File: config.mk
export PLATFORM = sky130hd
export DESIGN_NAME = timer_down
export DESIGN_NICKNAME = d
export VERILOG_FILES = /design/src/rtl/timer_down.sv
export SDC_FILE = /design/constraint.sdc
export NUM_CORES = 1
export LEC_CHECK = 0
export BUFFER_PORTS_ARGS = -buffer_cell sky130_fd_sc_hd__buf_2
export CORE_ASPECT_RATIO = 0.6
export CORE_MARGIN = 10
export CORE_UTILIZATION = 54
export CTS_CLUSTER_SIZE = 12
export DETAILED_ROUTE_END_ITERATION = 6
export PLACE_DENSITY = 0.84
export SYNTH_ARGS = -nofsm -noshare
export SYNTH_HDL_FRONTEND = slang
export SYNTH_SLANG_ARGS = --single-unit
File: constraint.sdc
create_clock -name clk -period 4.14 [get_ports clk]
set_input_delay 0.414 -clock clk [delete_from_list [all_inputs] [get_ports clk]]
set_output_delay 0.414 -clock clk [all_outputs]
set_load 0.02 [all_outputs]
File: src/rtl/timer_down.sv
// timer_down: BCD mm:ss countdown timer with load, start/stop control and a
// one-cycle done pulse. The count advances one second per pgt_1Hz enable
// while RUNNING, and the timer returns to IDLE when the count reaches 00:00.
module timer_down (
  input  logic        clk,
  input  logic        reset,
  input  logic        pgt_1Hz,
  input  logic        load,
  input  logic [15:0] d_in,
  input  logic        start,
  input  logic        stop,
  output logic [3:0]  min_tens,
  output logic [3:0]  min_ones,
  output logic [3:0]  sec_tens,
  output logic [3:0]  sec_ones,
  output logic        running,
  output logic        zero,
  output logic        done
);

  typedef enum logic [1:0] {
    IDLE    = 2'd0,
    RUNNING = 2'd1,
    PAUSED  = 2'd2
  } state_t;

  state_t      state_q, state_d;
  logic [15:0] cnt_q, cnt_d;
  logic        done_q, done_d;
  logic [15:0] dec_s;
  logic        dec_zero_s;

  // Limit a single digit to the BCD range.
  function automatic logic [3:0] clamp9(input logic [3:0] d);
    if (d > 4'd9) begin
      return 4'd9;
    end else begin
      return d;
    end
  endfunction

  // Force a raw preset into a legal mm:ss value; seconds tens tops out at 5.
  function automatic logic [15:0] sanitise(input logic [15:0] v);
    logic [3:0] st;
    st = clamp9(v[7:4]);
    if (st > 4'd5) begin
      st = 4'd5;
    end else begin
      st = st;
    end
    return {clamp9(v[15:12]), clamp9(v[11:8]), st, clamp9(v[3:0])};
  endfunction

  // Subtract one second from a legal mm:ss value using a digit borrow chain.
  // Never applied to 00:00, since a zero count cannot be running.
  function automatic logic [15:0] dec_one(input logic [15:0] v);
    logic [3:0] mt, mo, st, so;
    {mt, mo, st, so} = v;
    if (so != 4'd0) begin
      so = so - 4'd1;
    end else begin
      so = 4'd9;
      if (st != 4'd0) begin
        st = st - 4'd1;
      end else begin
        st = 4'd5;
        if (mo != 4'd0) begin
          mo = mo - 4'd1;
        end else begin
          mo = 4'd9;
          mt = mt - 4'd1;
        end
      end
    end
    return {mt, mo, st, so};
  endfunction

  assign dec_s      = dec_one(cnt_q);
  assign dec_zero_s = (dec_s == 16'h0000);

  // Next-state, next-count and done-pulse decision for the control FSM.
  always_comb begin
    state_d = state_q;
    cnt_d   = cnt_q;
    done_d  = 1'b0;
    case (state_q)
      IDLE, PAUSED: begin
        if (load) begin
          // load wins over start and always lands in IDLE
          cnt_d   = sanitise(d_in);
          state_d = IDLE;
        end else if (start && !stop && !zero) begin
          state_d = RUNNING;
        end else begin
          state_d = state_q;
        end
      end
      RUNNING: begin
        if (stop) begin
          // pause holds the digits even if a 1 Hz tick arrives this cycle
          state_d = PAUSED;
        end else if (pgt_1Hz) begin
          cnt_d = dec_s;
          if (dec_zero_s) begin
            state_d = IDLE;
            done_d  = 1'b1;
          end else begin
            state_d = RUNNING;
          end
        end else begin
          state_d = RUNNING;
        end
      end
      default: begin
        state_d = IDLE;
        cnt_d   = 16'h0000;
      end
    endcase
  end

  // State, count and done registers; reset clears everything immediately.
  always_ff @(posedge clk or posedge reset) begin
    if (reset) begin
      state_q <= IDLE;
      cnt_q   <= 16'h0000;
      done_q  <= 1'b0;
    end else begin
      state_q <= state_d;
      cnt_q   <= cnt_d;
      done_q  <= done_d;
    end
  end

  assign {min_tens, min_ones, sec_tens, sec_ones} = cnt_q;
  assign running = (state_q == RUNNING);
  assign zero    = (cnt_q == 16'h0000);
  assign done    = done_q;

endmodule

-- After elaboration in Yosys (flattened, before gate mapping)
Cells that the tools add are included.
- $add $sub $neg: 4
- $lt $le $gt $ge: 5
- eq/ne operators: 6
- multiplexer cells: 30
- reduce and logical (&&, ||, !) cells: 12
- operators with widths (kind ; count):
    4-bit two-way mux ; 16
    16-bit two-way mux ; 3
    16-bit zero test ; 2
    16-bit case mux with 2 select lines ; 1
    4-bit greater-than comparator (second input constant) ; 4
    4-bit by 1-bit subtractor with 4-bit output (second input constant) ; 4
    4-bit nonzero test ; 3
    2-bit two-way mux ; 4
    2-bit inequality test (second input constant) ; 3
    1-bit two-way mux ; 5
    4-bit by 3-bit greater-than comparator with 1-bit output (second input constant) ; 1
    2-bit case mux with 2 select lines ; 1
    3-bit inequality test (second input constant) ; 1
    3-bit AND reduction ; 1
    2-bit by 1-bit == test with 1-bit output (second input constant) ; 1
    2-bit == test (second input constant) ; 1
    1-bit logical AND ; 2
    1-bit zero test ; 2
    2-bit zero test ; 1
    2-bit OR reduction ; 1
- register bits: 19
- input port bits: 22
- output and inout port bits: 19
- word-level logic and storage cells: 60

-- Logic depth before layout (Yosys ltp)
- word-level depth: 9
- gate-level depth with buffers: 7
- depth with buffers taken out: 7

-- Least setup slack after synthesis
Ideal clock, no wire load.
- kind: register to register
- start point: reg cnt_q[3]
- end point: reg state_q[0]
- setup time: 136 ps
- arrival time: 1973 ps
- setup slack: 2031 ps
- stages on the path, launching flop included: 6
- buffers on the path: 0
- path through: dfrtp_1 -> nor3_1 -> nand4_4 -> nor4b_2 -> or3b_2 -> o32ai_2
- elaborated cells between the ends (all ways): 15
- those cells by class: add/sub (1); eq/ne (1); mux (8); reduce/logical (5)
- RTL lines (item ; RTL line ; RTL):
    from (decl) ; 28 ; logic [15:0] cnt_q, cnt_d;
    from (signal assigned) ; 129 ; cnt_q <= cnt_d;
    16-bit zero test ; 136 ; assign zero = (cnt_q == 16'h0000);
    net zero ; 17 ; output logic zero,
    1-bit zero test ; 92 ; end else if (start && !stop && !zero) begin
    1-bit logical AND ; 92 ;
    3-bit inequality test (no line) ; -- ;
    to (signal assigned) ; 128 ; state_q <= state_d;
    to (decl) ; 27 ; state_t state_q, state_d;
The timed path passes the listed nets, and every way through them passes these cells.
A chain may end at the register's enable or synchronous reset.

-- Worst setup path in the final report
- start point: reg state_q[0]
- end point: reg cnt_q[8]
- cells in the longest elaborated chain, start to end: 4
- elaborated cells between the ends (all ways): 9
- those cells by class: eq/ne (5); mux (1); reduce/logical (3)
- RTL lines (item ; RTL line ; RTL):
    2-bit == test / 2-bit zero test (equally long branches) ; 86 ; case (state_q)
    2-bit OR reduction ; 86 ;
    2-bit inequality test (no line) ; -- ;
    3-bit AND reduction (no line) ; -- ;
Several ways; a longest one is shown, not always the timed one.

==> results_dict.tcl <==
set metrics [dict create \
    ys_seq_elements 19 \
    ctsHtreeMaxLevel 1 \
    fin_nets 212 \
    drtIter0Drc 155 \
    final_area_sq_um 1550 \
    drive_above_1_share_pct 28.3 \
    grt_pass1_wl_microns 6720 \
    wl_met1_microns 1650 \
    final_max_slew_viol_count 0 \
    cts.sinks 19 \
    layout_commonest_cell "buf_2" \
    fp.dieH_microns 57.8 \
    synth_cells 148 \
    antenna_found_initial 0 \
    grt_overflow 0 \
    gp_congestion 0.867 \
    cts_tree "built" \
    vias 1405 \
    start_util_pct 58.0 \
    arrival_ps 2780 \
    worstPathMaxFanout 19 \
    grt_pass1_vias 1347 \
    power_switching_w 0.000279 \
    synthesis.area_sq_um 1280 \
    core_sq_um 2210 \
    synth_sequential_area_ratio_pct 37.1 \
    insertion_delay_ps 260 \
    cpPeakStageDelay_ps 1080 \
    ir_drop_mv 0.238 \
    fin_skew_ps 5.25 \
    p_int_w 0.000378 \
    cts_setup_buffers 0 \
    power_density_nw_per_um2 425 \
    cts_hold_buffers 0 \
    ys_warn_count 0 \
    cts_resized 0 \
    dieArea_sq_um 4790 \
    p_leak_nw 0.698 \
    clk_pin_slew_ps 70 \
    drt-vias-per-instance 6.47 \
    area_growth_pct 20.6 \
    setup_violations 0 \
    first_pass_iters 5 \
    postRouteWirelength_microns 4110 \
    max_freq_mhz 380 \
    cts-buffers-inserted 3 \
    hold_viol_final 0 \
    combPwrFrac_pct 38.0 \
    syn_avg_cell_area_sq_um 8.67 \
    fin_crit_ps 2630 \
    synth_top_family_by_area "compound AO/OA/AOI/OAI gates" \
    top_layer_used "met4" \
    regToRegStartpoint "state_q[0]" \
    drc 0 \
    clock_power_share_pct 19.7 \
    finalCritPeriodShare_pct 63.5 \
    pin_count 41 \
    critPathRequiredTime_ps 4290 \
    grt_max_degree 20 \
    wire_per_inst_microns 18.9 \
    max_cap_violations 0 \
    ys_types 46 \
    regToRegEndpoint "cnt_q[8]" \
    synthAdderAreaFrac_pct 1.95 \
    core.rowCount 13 \
    tns_ps 0 \
    cp-start-kind "flop" \
    hpwl_microns 3040 \
    synth_ff_type "dfrtp_1" \
    synth.top_cell.area_share_pct 37.1 \
    worstRegToRegCells 4 \
    netlist_top_cells_area "dfrtp_1 37%, o21ai_0 7.8%, nand2_1 3.8%" \
    hold_class "primary input to async pin" \
    synth_area_leader_cell "dfrtp_1" \
    worst_pin_slew_ps 1260 \
    yosys.area_share.simple_pct 25.7 \
    synth.area.mux_share_pct 0.780 \
    switching_share_pct 42.5 \
    crit_path_cell_trace "nand2b_1 -> o22ai_1 -> a21oi_1 -> a22o_1" \
    synth_xor_area_share_pct 2.05 \
    rsz0062_at_grt "false" \
    synth-compound-area-share_pct 28.4 \
    cp-end-kind "flop" \
    ff2ff_setup_slack_ps 1510 \
    finalCoreUtilization_pct 69.9 \
    ctsLongestPathBuffers 2 \
    met3_length_microns 541 \
    outcome "finished clean" \
    port_buffers 40 \
    final_cell_mix "40 x buf_2, 20 x o21ai_0, 19 x dfrtp_1" \
    power_frac_seq_pct 42.3 \
    max-slew-margin-rel_pct 15.7 \
    synth-edff-count 0 \
    place_area_sq_um 1500 \
    syn_nets 172 \
    die_x_microns 82.9 \
    ant_nets 0 \
    track_usage_pct 16.7 \
    cts_root_buf "clkbuf_8" \
    met2_wirelength_microns 1780 \
    synthArstFlopShare_pct 100 \
    antennaDiodeCount 0 \
    path_class "flop to flop" \
    cp_slowest_cell "o22ai_1" \
]
per-layer routing:
metal | GRT usage, % | up-vias
met3 | 6.28 | 20
li1 | - | 633
met2 | 25.8 | 119
met4 | 5.80 | 0
met5 | 0 | -
met1 | 21.0 | 633
registers in the layout, indices dropped and copies added (netlist names):
register and cells:
state_q 2, cnt_q 16, done 1
how the worst max path moves through the flow:
stage          startpoint          to  slack, ps  cells after the start
3_5_place_dp   state_q[0]    cnt_q[8]       1620                      4
5_1_grt        state_q[0]    cnt_q[2]       1280                      3
2_1_floorplan    cnt_q[3]  state_q[0]       2030                      5
4_1_cts        state_q[0]    cnt_q[8]       1610                      4
6_report       state_q[0]    cnt_q[8]       1510                      4
3_3_place_gp   state_q[0]    cnt_q[8]       1700                      4
power groups by stage:
stage	Combinational, W	Sequential, W	Clock, W
6_report	0.000250	0.000278	0.000129
2_1_floorplan	0.000135	0.000300	0
4_1_cts	0.000247	0.000274	0.000130
3_3_place_gp	0.000238	0.000273	0
5_1_grt	0.000272	0.000283	0.000143
3_5_place_dp	0.000244	0.000277	0
final cells by class:
type	instances	area, sq um
inverter	9	33.8
multi-input combinational	115	754
tap	30	37.5
timing repair buffer	40	200
fill	177	666
clock buffer	4	45.0
sequential	19	475
synth_stat cells, drive strengths merged (2+ instances only):
library cell  instances
inv                   9
nor2b                 2
o2bb2ai               2
a21oi                 9
a22o                  4
ha                    2
o21a                  2
and2                  2
nor2                 13
nand2b                2
clkbuf                4
nor4                  4
and3                  2
o21ai                20
o31ai                 3
xnor2                 2
a32oi                 4
o22ai                 2
dfrtp                19
nor3                  7
or4                   2
nand2                13
logic make-up (layout without fill, tap and decap cells):
group / Yosys count / count (layout)
adder cells (fa/ha/maj): 2 / 2
multiplexers: 1 / 1
buffers and inverters: 14 / 53
AND/OR/NAND/NOR: 54 / 54
AO/OA/AOI/OAI: 55 / 55
flip-flops: 19 / 19
XOR/XNOR: 3 / 3
metrics by stage:
step	hold WS (ps)	total power, W	setup WS [ps]	cells
finish	274	0.000657	1510	217
global route	350	0.000697	1280	217
CTS	297	0.000650	1610	217
detailed placement	543	0.000521	1620	213
global placement	531	0.000511	1700	213
floorplan	365	0.000435	2030	148
worst max-delay path: cells and delay by family (launching register included):
family             cells  cell delay [ps]
AOI/OAI and AO/OA      3             1430
DFF                    1              670
and+or+nand+nor        1              420
Note: power is estimated with default switching activity, not from simulation.
